`config.mk`:
```
export PLATFORM = sky130hd
export DESIGN_NAME = robo_controller
export DESIGN_NICKNAME = d
export VERILOG_FILES = /design/src/rtl/robo_controller.sv
export SDC_FILE = /design/constraint.sdc
export NUM_CORES = 1
export LEC_CHECK = 0
export BUFFER_PORTS_ARGS = -buffer_cell sky130_fd_sc_hd__buf_2
export CORE_AREA = 5 5 55 57
export DETAILED_ROUTE_END_ITERATION = 8
export DIE_AREA = 0 0 60 62
export PLACE_DENSITY = 0.75
export SYNTH_ARGS = -nofsm -noshare
export SYNTH_HDL_FRONTEND = slang
export SYNTH_SLANG_ARGS = --single-unit
```
`constraint.sdc`:
```
create_clock -name selected_clock -period 2.29 [get_ports selected_clock]
set_input_delay 0.1145 -clock selected_clock [delete_from_list [all_inputs] [get_ports selected_clock]]
set_output_delay 0.1145 -clock selected_clock [all_outputs]
set_load 0.005 [all_outputs]
```
`src/rtl/robo_controller.sv`:
```
// robo_controller: left-hand wall-following maze controller with target stop and fault detection
module robo_controller #(
    parameter int STEP_W     = 8,
    parameter int MAX_STEPS  = 200,
    parameter int MAX_REMOVE = 12
) (
    input  logic              selected_clock,
    input  logic              reset,
    input  logic              start,
    input  logic              head,
    input  logic              left,
    input  logic              under,
    input  logic              barrier,
    output logic              avancar,
    output logic              girar,
    output logic              remover,
    output logic              done,
    output logic              fault,
    output logic [STEP_W-1:0] step_count
);
    localparam int RW = $clog2(MAX_REMOVE + 1);

    typedef enum logic [2:0] {IDLE, DECIDE, CMD, TURN_R, REMOVE, DONE_S, FAULT_S} state_t;

    state_t        state;
    logic          jl;
    logic [1:0]    tcnt;
    logic [RW-1:0] rcnt;

    // Decision FSM; every command is registered and lasts exactly its command cycles
    always_ff @(posedge selected_clock or posedge reset) begin
        if (reset) begin
            state      <= IDLE;
            jl         <= 1'b0;
            tcnt       <= 2'd0;
            rcnt       <= '0;
            avancar    <= 1'b0;
            girar      <= 1'b0;
            remover    <= 1'b0;
            done       <= 1'b0;
            fault      <= 1'b0;
            step_count <= '0;
        end else begin
            case (state)
                IDLE: if (start) state <= DECIDE;
                DECIDE: begin
                    if (under) begin
                        state <= DONE_S;
                        done  <= 1'b1;
                    end else if (step_count >= STEP_W'(MAX_STEPS)) begin
                        state <= FAULT_S;
                        fault <= 1'b1;
                    end else if (barrier) begin
                        state   <= REMOVE;
                        remover <= 1'b1;
                        rcnt    <= RW'(1);
                        jl      <= 1'b0;
                    end else if (!left && !jl) begin
                        state <= CMD;
                        girar <= 1'b1;
                        jl    <= 1'b1;
                    end else if (!head) begin
                        state   <= CMD;
                        avancar <= 1'b1;
                        jl      <= 1'b0;
                        if (~&step_count) step_count <= step_count + STEP_W'(1);
                    end else begin
                        state <= TURN_R;
                        girar <= 1'b1;
                        tcnt  <= 2'd0;
                        jl    <= 1'b0;
                    end
                end
                CMD: begin
                    state   <= DECIDE;
                    avancar <= 1'b0;
                    girar   <= 1'b0;
                end
                TURN_R: begin
                    if (tcnt == 2'd2) begin
                        state <= DECIDE;
                        girar <= 1'b0;
                    end else begin
                        tcnt <= tcnt + 2'd1;
                    end
                end
                REMOVE: begin
                    if (!barrier) begin
                        state   <= DECIDE;
                        remover <= 1'b0;
                    end else if (rcnt == RW'(MAX_REMOVE)) begin
                        state   <= FAULT_S;
                        remover <= 1'b0;
                        fault   <= 1'b1;
                    end else begin
                        rcnt <= rcnt + RW'(1);
                    end
                end
                DONE_S, FAULT_S: state <= state;
                default: state <= IDLE;
            endcase
        end
    end
endmodule

```
== Word level (Yosys, flattened, before mapping) ==
Index checks and enable logic that the tools add are counted.

* Equal/unequal tests: 24
* Add/sub/neg operators: 3
* Reductions and logical operators: 20
* Order comparisons: 1
* Bitwise gates (word level): 7
* Mux-type cells: 49
* Shift-type cells: 0
* Multipliers: 0
* Divide/modulo/power cells: 0

{| class="wikitable"
|+ Operator list
! cell !! number
|-
| inequality test 2 bit (second input constant) || 14
|-
| 2-to-1 mux 1 bit || 24
|-
| 2-to-1 mux 3 bit || 7
|-
| 2-to-1 mux 4 bit || 5
|-
| case mux 3 bit (6 select lines) || 1
|-
| AND reduction 6 bit || 3
|-
| AND reduction 7 bit || 2
|-
| 2-to-1 mux 2 bit || 6
|-
| AND reduction 5 bit || 2
|-
| == test 3 bit (second input constant) || 3
|-
| adder 8 x 1 -> 8 bit (second input constant) || 1
|-
| greater-or-equal comparator 8 bit (second input constant) || 1
|-
| case mux 4 bit (2 select lines) || 1
|-
| AND reduction 8 bit || 1
|-
| NOT 1 bit || 7
|-
| == test 3 x 2 -> 1 bit (second input constant) || 2
|-
| inequality test 3 bit (second input constant) || 2
|-
| case mux 1 bit (2 select lines) || 3
|-
| nonzero test 2 bit || 3
|-
| adder 4 x 1 -> 4 bit (second input constant) || 1
|-
| == test 4 bit (second input constant) || 1
|-
| case mux 2 bit (2 select lines) || 1
|-
| AND reduction 4 bit || 1
|-
| == test 3 x 1 -> 1 bit (second input constant) || 1
|-
| 10 further kinds || 11
|}

* Output and inout bits: 13
* Word-level logic and storage cells: 114
* Memories: 0
* Bits in read-only memories: 0
* Bits in writable memories: 0
* Latch bits: 0
* Flip-flop bits (word level): 23

== Longest topological paths before layout ==
Gate-level depths: netlist (run 1).

* Depth in word-level cells: 7
* Mapped depth: 6
* Mapped depth without buffers: 6

== Least setup slack after synthesis (run 1) ==
No wires, ideal clock.

* Path type: register to register
* From: register state[1]
* To: register step_count[5]
* Arrival time: 1672 ps
* Cell stages (with the launch flop): 5
* Path buffers: 0
* Clock period less this slack: 1797 ps
* Data required time: 2165 ps
* Path slack: 493 ps
* Path through: dfrtp_1 or4b_4 nor4_4 nand4_1 xnor2_1

* Longest elaborated chain between the ends: 2

{| class="wikitable"
|+ RTL lines
! element !! line !! source
|-
| start: declaration || 25 || <nowiki>state_t state;</nowiki>
|-
| start signal: assignment || 99 || <nowiki>DONE_S, FAULT_S: state <= state;</nowiki>
|-
| == test 3 x 1 -> 1 bit || 44 || <nowiki>case (state)</nowiki>
|-
| AND reduction 7 bit (no line) || n/a ||
|-
| end signal: assignment || 66 || <nowiki>if (~&step_count) step_count <= step_count + STEP_W'(1);</nowiki>
|-
| end: declaration || 19 || <nowiki>output logic [STEP_W-1:0] step_count</nowiki>
|}

Every way passes these cells.
A chain may end at the register's enable or synchronous reset.

== Worst setup path in the final report (run 1) ==
* From: register state[2]
* To: register step_count[5]

Same word-level chain as after synthesis.

==> run_results.csv, run 1 <==
group,metric,value,unit
status,status,"finished clean",
clock_network,cts.sinks,23,
critical_path,path_class,"reg -> reg",
drt,detail_route.wl_per_cell,13.79,microns
synthesis,synth-compound-area-share,19.47,%
timing,tightest_slew,0.8278,ns
clock_network,clkTransAtPathRegs,0.13,ns
synthesis,synth_nets,148,
floorplanning,io_pins,20,
grt,antenna_found_initial,0,
floorplanning,start_util,52.83,%
synthesis,ys_types,38,
clock_network,postCtsSetupBuffers,0,
cells_and_area,layout_commonest_cell,"dfrtp_1",
power,leakagePower,0.7186,nW
grt,grt_max_degree,24,
drt,vias_per_cell,5.737,
critical_path,r2r_slack,0.37,ns
drt,first_iter_violations,54,
synthesis,synth.area.mux_share,0.7790,%
hold_path,min_path_type,"in -> reg",
cells_and_area,regArea,575.6,sq um
drt,drcViolationCount,0,
grt,grt_pass1_vias,998,
drt,vias,1090,
clock_network,cts_tree,"built",
cells_and_area,final_cell_mix,"23 x dfrtp_1, 19 x buf_2, 12 x nand2_1",
synthesis,synth_area,0.001285,sq mm
placement,port_buffers,19,
clock_network,cts_buffer_depth,2,
synthesis,yosys.area_share.simple,21.91,%
placement,place_congestion,0.8441,
synthesis,synth.avg_cell_area,9.448,sq um
critical_path,r2r-start,"state[2]",
hold_path,hold_start,"under",
placement,dp_cells,185,
floorplanning,die_area,0.003720,sq mm
synthesis,yosys_warnings,0,
critical_path,cp-start-kind,"register",
critical_path,arrival,2.14,ns
floorplanning,dieWidth,60,microns
floorplanning,coreArea,0.002432,sq mm
grt,grt_usage,15.36,%
drt,met3WireLength,108,microns
clock_network,cts-root-buf,"clkbuf_4",
critical_path,r2r_end,"step_count[5]",
power,peakVddDrop,0.0006818,V
cells_and_area,nNetsFinal,173,
critical_path,critPathMaxStageDelay,0.59,ns
hold_path,min_to,"done",
timing,rsz0062_at_grt,"false",
placement,dp.final_hpwl,1960,microns
timing,finalSetupViolations,0,
timing,hold_violations,0,
synthesis,synthXorXnorAreaFrac,4.090,%
clock_network,cts_resized,0,
critical_path,crit_path_top_delay_cell,"or4b_4",
clock_network,cts_buffers,3,
clock_network,cts_hold_buf,1,
floorplanning,die_h,62,microns
floorplanning,rows,18,
timing,relSlewSlack,44.75,%
cells_and_area,drive_gt1_share,20.63,%
drt,wl_met2,1248,microns
critical_path,crit_required,2.51,ns
cells_and_area,multi_input_area,656.9,sq um
timing,finalCritPeriodShare,83.91,%
drt,drtAntennaViolNets,0,
hold_path,whs_path_depth,2,
cells_and_area,diodes,0,
timing,fin_crit,1.922,ns
clock_network,clk-insertion-delay-late,0.31,ns
grt,grt-ovfl-total,0,
critical_path,end_kind,"register",
critical_path,r2r_cells,4,
synthesis,synth_fa_ha_area_share,4.869,%
critical_path,cp_max_fo,15,
drt,wl_met1,1241,microns
flow_run,drv_cap,0,
timing,drv_slew,0,
critical_path,cp_cell_sequence,"or4b_4 > nor4_4 > nand4_1 > xnor2_1",
power,power_per_cell_area,1076,mW/mm^2
cells_and_area,final_cells,190,
cells_and_area,fill_cells,220,
timing,skew,0.01255,ns
cells_and_area,syn_to_final_growth,14.70,%
drt,dr.pass1.iters,5,
drt,routed.top_layer,"met4",
timing,fmax,520.4,MHz
synthesis,syn_inst,136,
grt,grt_pass1_wl,4360,microns
synthesis,ys_ff_latch,23,
synthesis,synth_top_family_by_area,"simple AND/OR/NAND/NOR gates",
drt,drt_wl_total,2620,microns
synthesis,synth-seq-area-share,44.79,%
clock_network,htree_levels,1,
timing,tns,0,ns
==> synthesized netlist by cell type <==
cell | n | area [sq um]
nor3b_1 | 2 | 15.01
a21o_1 | 2 | 15.01
a311oi_1 | 1 | 8.760
nor4b_1 | 1 | 8.760
a31o_2 | 2 | 17.52
dfrtp_1 | 23 | 575.6
nand3_1 | 6 | 30.03
o22a_1 | 1 | 8.760
o311a_1 | 2 | 20.02
a221oi_1 | 1 | 8.760
and4_1 | 3 | 26.28
and3_1 | 1 | 6.260
nor2_1 | 11 | 41.29
o21bai_1 | 1 | 7.510
o311ai_0 | 1 | 8.760
o21a_1 | 1 | 7.510
o32ai_1 | 1 | 8.760
xnor2_1 | 6 | 52.55
ha_1 | 5 | 62.56
a31oi_1 | 3 | 18.77
a21oi_1 | 10 | 50.05
inv_1 | 9 | 33.78
nand4_1 | 2 | 12.51
o21ai_0 | 7 | 35.03
mux2i_1 | 1 | 10.01
nor4_4 | 1 | 21.27
clkbuf_1 | 5 | 18.77
nor2b_1 | 2 | 12.51
nor3_1 | 2 | 10.01
or2b_1 | 1 | 7.510
nand2b_1 | 2 | 12.51
and2_1 | 2 | 12.51
o31ai_1 | 2 | 15.01
a32o_1 | 1 | 10.01
or2_2 | 1 | 6.260
or4b_4 | 1 | 13.76
nand2_1 | 12 | 45.04
o211a_1 | 1 | 10.01
==> where the power goes <==
part           switching (mW)  internal (mW)  leakage [nW]
Sequential              0.148          0.547         0.282
Combinational           0.372          0.331         0.419
Clock                   0.124         0.0653        0.0177
==> flip-flops by register name (all words and copies together) (netlist names) <==
name and cells:
step_count 8, rcnt 4, state 3, tcnt 2, avancar 1, done 1, fault 1, girar 1
jl 1, remover 1
==> stage by stage <==
step	hold slack (ns)	utilization (%)	worst slack, ns	area, sq um	total power [mW]
after floorplan	0.1164	-	0.4927	1285	1.173
final	0.08740	60.60	0.3684	1474	1.586
after detailed placement	0.3346	59.05	0.3893	1436	1.399
after CTS	0.07377	60.60	0.3781	1474	1.593
after global routing	0.07407	60.60	0.2608	1474	1.725
after global placement	0.3348	59.05	0.4089	1436	1.368
==> critical path, delay by kind of cell (launching register included) <==
kind,cells,cell delay (ns)
and+or+nand+nor,3,1.15
DFF,1,0.53
xor gates and xnor gates,1,0.15
==> kinds of logic (layout without fill, tap and decap cells) <==
group | count (synthesis) | count (layout)
flip-flops | 23 | 23
adder cells (fa/ha/maj) | 5 | 5
AND/OR/NAND/NOR | 50 | 50
multiplexers | 1 | 1
XOR/XNOR | 6 | 6
buffers and inverters | 14 | 38
AO/OA/AOI/OAI | 37 | 37
==> worst max-delay path by stage <==
stage | startpoint | endpoint
after CTS | state[2] | step_count[5]
after global placement | state[2] | step_count[5]
final | state[2] | step_count[5]
after floorplan | state[1] | step_count[5]
after detailed placement | state[2] | step_count[5]
after global routing | state[2] | step_count[2]
==> metal layers <==
layer  global-route usage, %  up-vias
met1                   21.60      514
li1                        -      541
met4                   6.013        0
met2                   24.23       31
met3                   1.860        4
met5                       0        -
==> cell type report <==
class	instances	area share (%)
Clock buffer	3	1.528
Sequential cell	23	39.05
Inverter	9	2.292
Clock inverter	1	0.3396
Tap cell	30	2.547
Timing Repair Buffer	25	9.677
Multi-Input combinational cell	99	44.57
No activity file was read; power rests on OpenSTA's default activity.
==> inputs of run 2 (changes only) <==
ABC_AREA = 1   (was not set)
CORE_AREA = 5 5 60 62   (was 5 5 55 57)
DIE_AREA = 0 0 65 67   (was 0 0 60 62)
PLACE_DENSITY = 0.74   (was 0.75)
clock period = 1.7 ns   (was 2.29 ns; I/O delays follow)
==> run 2 against run 1 <==
Setup slack lost 0.12 ns. Design area grew 13%. Clock skew down 0.0027 ns. Largest cell class unchanged. Count of clock-buffer cells in the layout is the same. Non-clock buffer count down 4. Critical path depth grew 4. Final cell count increased by 44%. Synthesized cell count up 58%. Global-route usage fell by 0.54 points. Combinational power up 29%.
==> run_results.csv, run 2 <==
group,metric,value,unit
critical_path,critical_path_buf_inv_count,0,
clock_network,cts.sinks,23,
timing,fin_crit,1.456,ns
cells_and_area,largest_reg_flops,8,
synthesis,synth_top_area_share,38.72,%
hold_path,hold_start,"left",
timing,relSlewSlack,80.56,%
timing,rsz0062_at_grt,"false",
critical_path,critical_path.startpoint,"step_count[5]",
clock_network,cts_buffer_depth,2,
critical_path,cp-start-kind,"register",
critical_path,arrival,1.68,ns
synthesis,synth-seq-area-share,38.72,%
power,peakVddDrop,0.0006425,V
placement,port_buffers,19,
cells_and_area,nNetsFinal,253,
timing,finalCritPeriodShare,85.66,%
drt,drcViolationCount,0,
clock_network,cts_buffers,3,
cells_and_area,fill_cells,275,
synthesis,synth.most_common_cell,"nand2_1",
cells_and_area,syn_to_final_growth,12.21,%
synthesis,synth_area,0.001486,sq mm
cells_and_area,drive_gt1_share,17.08,%
synthesis,ys_top_cells_by_count,"86 x nand2_1, 29 x inv_1, 23 x dfrtp_1",
timing,hold_ws,0.03107,ns
floorplanning,io_pins,20,
placement,dp.final_hpwl,2224,microns
synthesis,yosys.area.top_type,"dfrtp_1",
grt,grt-ovfl-total,0,
grt,grt_pass1_wl,5023,microns
cells_and_area,final_cell_mix,"86 x nand2_1, 29 x inv_1, 23 x dfrtp_1",
placement,place_area,0.001630,sq mm
cells_and_area,fin_area,0.001668,sq mm
synthesis,syn_inst,215,
hold_path,min_to,"jl",
critical_path,crit_required,1.92,ns
critical_path,end_kind,"register",
synthesis,ys_types,20,
grt,grt_pass1_vias,1172,
synthesis,synth_nets,227,
drt,dr.pass1.iters,4,
power,power_per_cell_area,1151,mW/mm^2
placement,place_congestion,0.8074,
drt,vias_per_cell,4.773,
cells_and_area,diodes,0,
grt,grt_usage,14.83,%
grt,grt_max_degree,24,
critical_path,cp_max_fo,9,
floorplanning,die_h,67,microns
synthesis,yosys_warnings,0,
critical_path,r2r_cells,8,
critical_path,crit_path_top_delay_cell,"dfrtp_1",
drt,drtAntennaViolNets,0,
timing,hold_violations,0,
cells_and_area,regMostFlops,"step_count",
clock_network,clk-insertion-delay-late,0.32,ns
clock_network,cts-root-buf,"clkbuf_4",
drt,vias,1303,
critical_path,path_class,"reg -> reg",
timing,skew,0.009828,ns
critical_path,r2r-start,"step_count[5]",
clock_network,htree_levels,1,
synthesis,async_reset_ff_share,100.0,%
timing,tns,0,ns
hold_path,min_path_type,"in -> reg",
floorplanning,coreArea,0.002978,sq mm
critical_path,path_delay_family,"simple AND/OR/NAND/NOR gates",
critical_path,critPathMaxStageDelay,0.45,ns
critical_path,r2r_end,"step_count[4]",
synthesis,ys.flop_type,"dfrtp_1",
floorplanning,die_area,0.004355,sq mm
grt,antenna_found_initial,0,
cells_and_area,layout_commonest_cell,"nand2_1",
floorplanning,start_util,49.92,%
critical_path,cp_cell_sequence,"nor2_1 > nand2_1 > nand2_1 > nand2_2 > nor2_8 > nand2_1 > nand2_1 > nand2_1",
synthesis,synthTopCellsByArea,"dfrtp_1 39%, nand2_1 22%, inv_1 7.3%, nand3_1 5.1%, nor2_1 5.1%",
cells_and_area,reg_top3,"step_count: 8 flops, rcnt: 4 flops, state: 3 flops",
synthesis,synth_edf_count,0,
timing,finalSetupViolations,0,
timing,tightest_slew,0.2917,ns
hold_path,whs_path_depth,4,
cells_and_area,post-route-util,56.01,%
power,leakagePower,0.9418,nW
status,status,"finished clean",
synthesis,ys_ff_latch,23,
clock_network,cts_resized,0,
drt,detail_route.wl_per_cell,10.45,microns
critical_path,r2r_slack,0.24,ns
drt,drt_wl_total,2853,microns
synthesis,synth.avg_cell_area,6.914,sq um
clock_network,cts_tree,"built",
timing,fmax,686.7,MHz
floorplanning,dieWidth,65,microns
timing,drv_slew,0,
floorplanning,rows,20,
critical_path,cp_common_cell,"nand2_1",
drt,first_iter_violations,83,
flow_run,drv_cap,0,
clock_network,clkTransAtPathRegs,0.14,ns
-- run 2: cell types whose count changed in the layout (fill, tap and decap cells not counted), moves of 6 or more --
| cell | previous run | this run |
|---|---|---|
| inv_1 | 9 | 29 |
| nand3_1 | 6 | 15 |
| xnor2_1 | 6 | 0 |
| nor2_1 | 11 | 20 |
| a21oi_1 | 10 | 2 |
| nand2_1 | 12 | 86 |
-- run 2: through the flow --
stage          instances  setup slack, ns  power (mW)
6_report             273           0.2438       1.920
5_1_grt              273          0.07512       2.139
4_1_cts              273           0.2363       1.942
3_5_place_dp         268           0.2736       1.671
3_3_place_gp         268           0.2926       1.668
2_1_floorplan        215           0.4283       1.475
-- run 2: timing repair --
action,CTS,global route
hold endpoints to repair,23,0
hold buffers,1,0
buffers inserted,0,0
-- run 2: logic make-up (layout without fill, tap and decap cells) --
| logic type | Yosys count | after routing | synth area share, % |
|---|---|---|---|
| AOI/OAI and AO/OA | 11 | 11 | 3.704 |
| xor gates and xnor gates | 3 | 3 | 1.768 |
| adders and majority gates | 5 | 5 | 4.209 |
| buffers and inverters | 32 | 57 | 8.249 |
| DFF | 23 | 23 | 38.72 |
| and+or+nand+nor | 141 | 141 | 43.35 |
-- run 2: final cells by class --
class                      instances  area, sq um  area share [%]
tap                               33        41.29           2.476
clock inverter                     1        5.005          0.3001
multi-input combinational        160        788.3           47.26
clock buffer                       3        22.52           1.350
inverter                          32        122.6           7.352
sequential                        23        575.6           34.51
timing repair buffer              21        112.6           6.752
-- run 2: worst max-delay path by stage --
stage	to	cells past startpoint
3_3_place_gp	step_count[2]	8
2_1_floorplan	step_count[2]	8
3_5_place_dp	step_count[2]	8
4_1_cts	step_count[4]	8
6_report	step_count[4]	8
5_1_grt	step_count[2]	8
-- run 2: layer usage --
| metal | GRT usage, % | vias to the layer above | share of wire [%] |
|---|---|---|---|
| met2 | 22.99 | 26 | 43 |
| met1 | 20.10 | 563 | 51 |
| met4 | 5.541 | 0 | 1.5 |
| met3 | 3.204 | 6 | 4.5 |
| li1 | - | 708 | - |
| met5 | 0 | - | 0 |
-- run 2: where the power goes --
part	internal, mW	switching (mW)
sequential	0.647	0.103
combinational	0.311	0.597
clock	0.0882	0.175
-- run 2: tightest hold or removal path: stages --
cell     delay (ns)
buf_2          0.09
nor2_1         0.05
nand2_1        0.05
o21ai_0        0.06
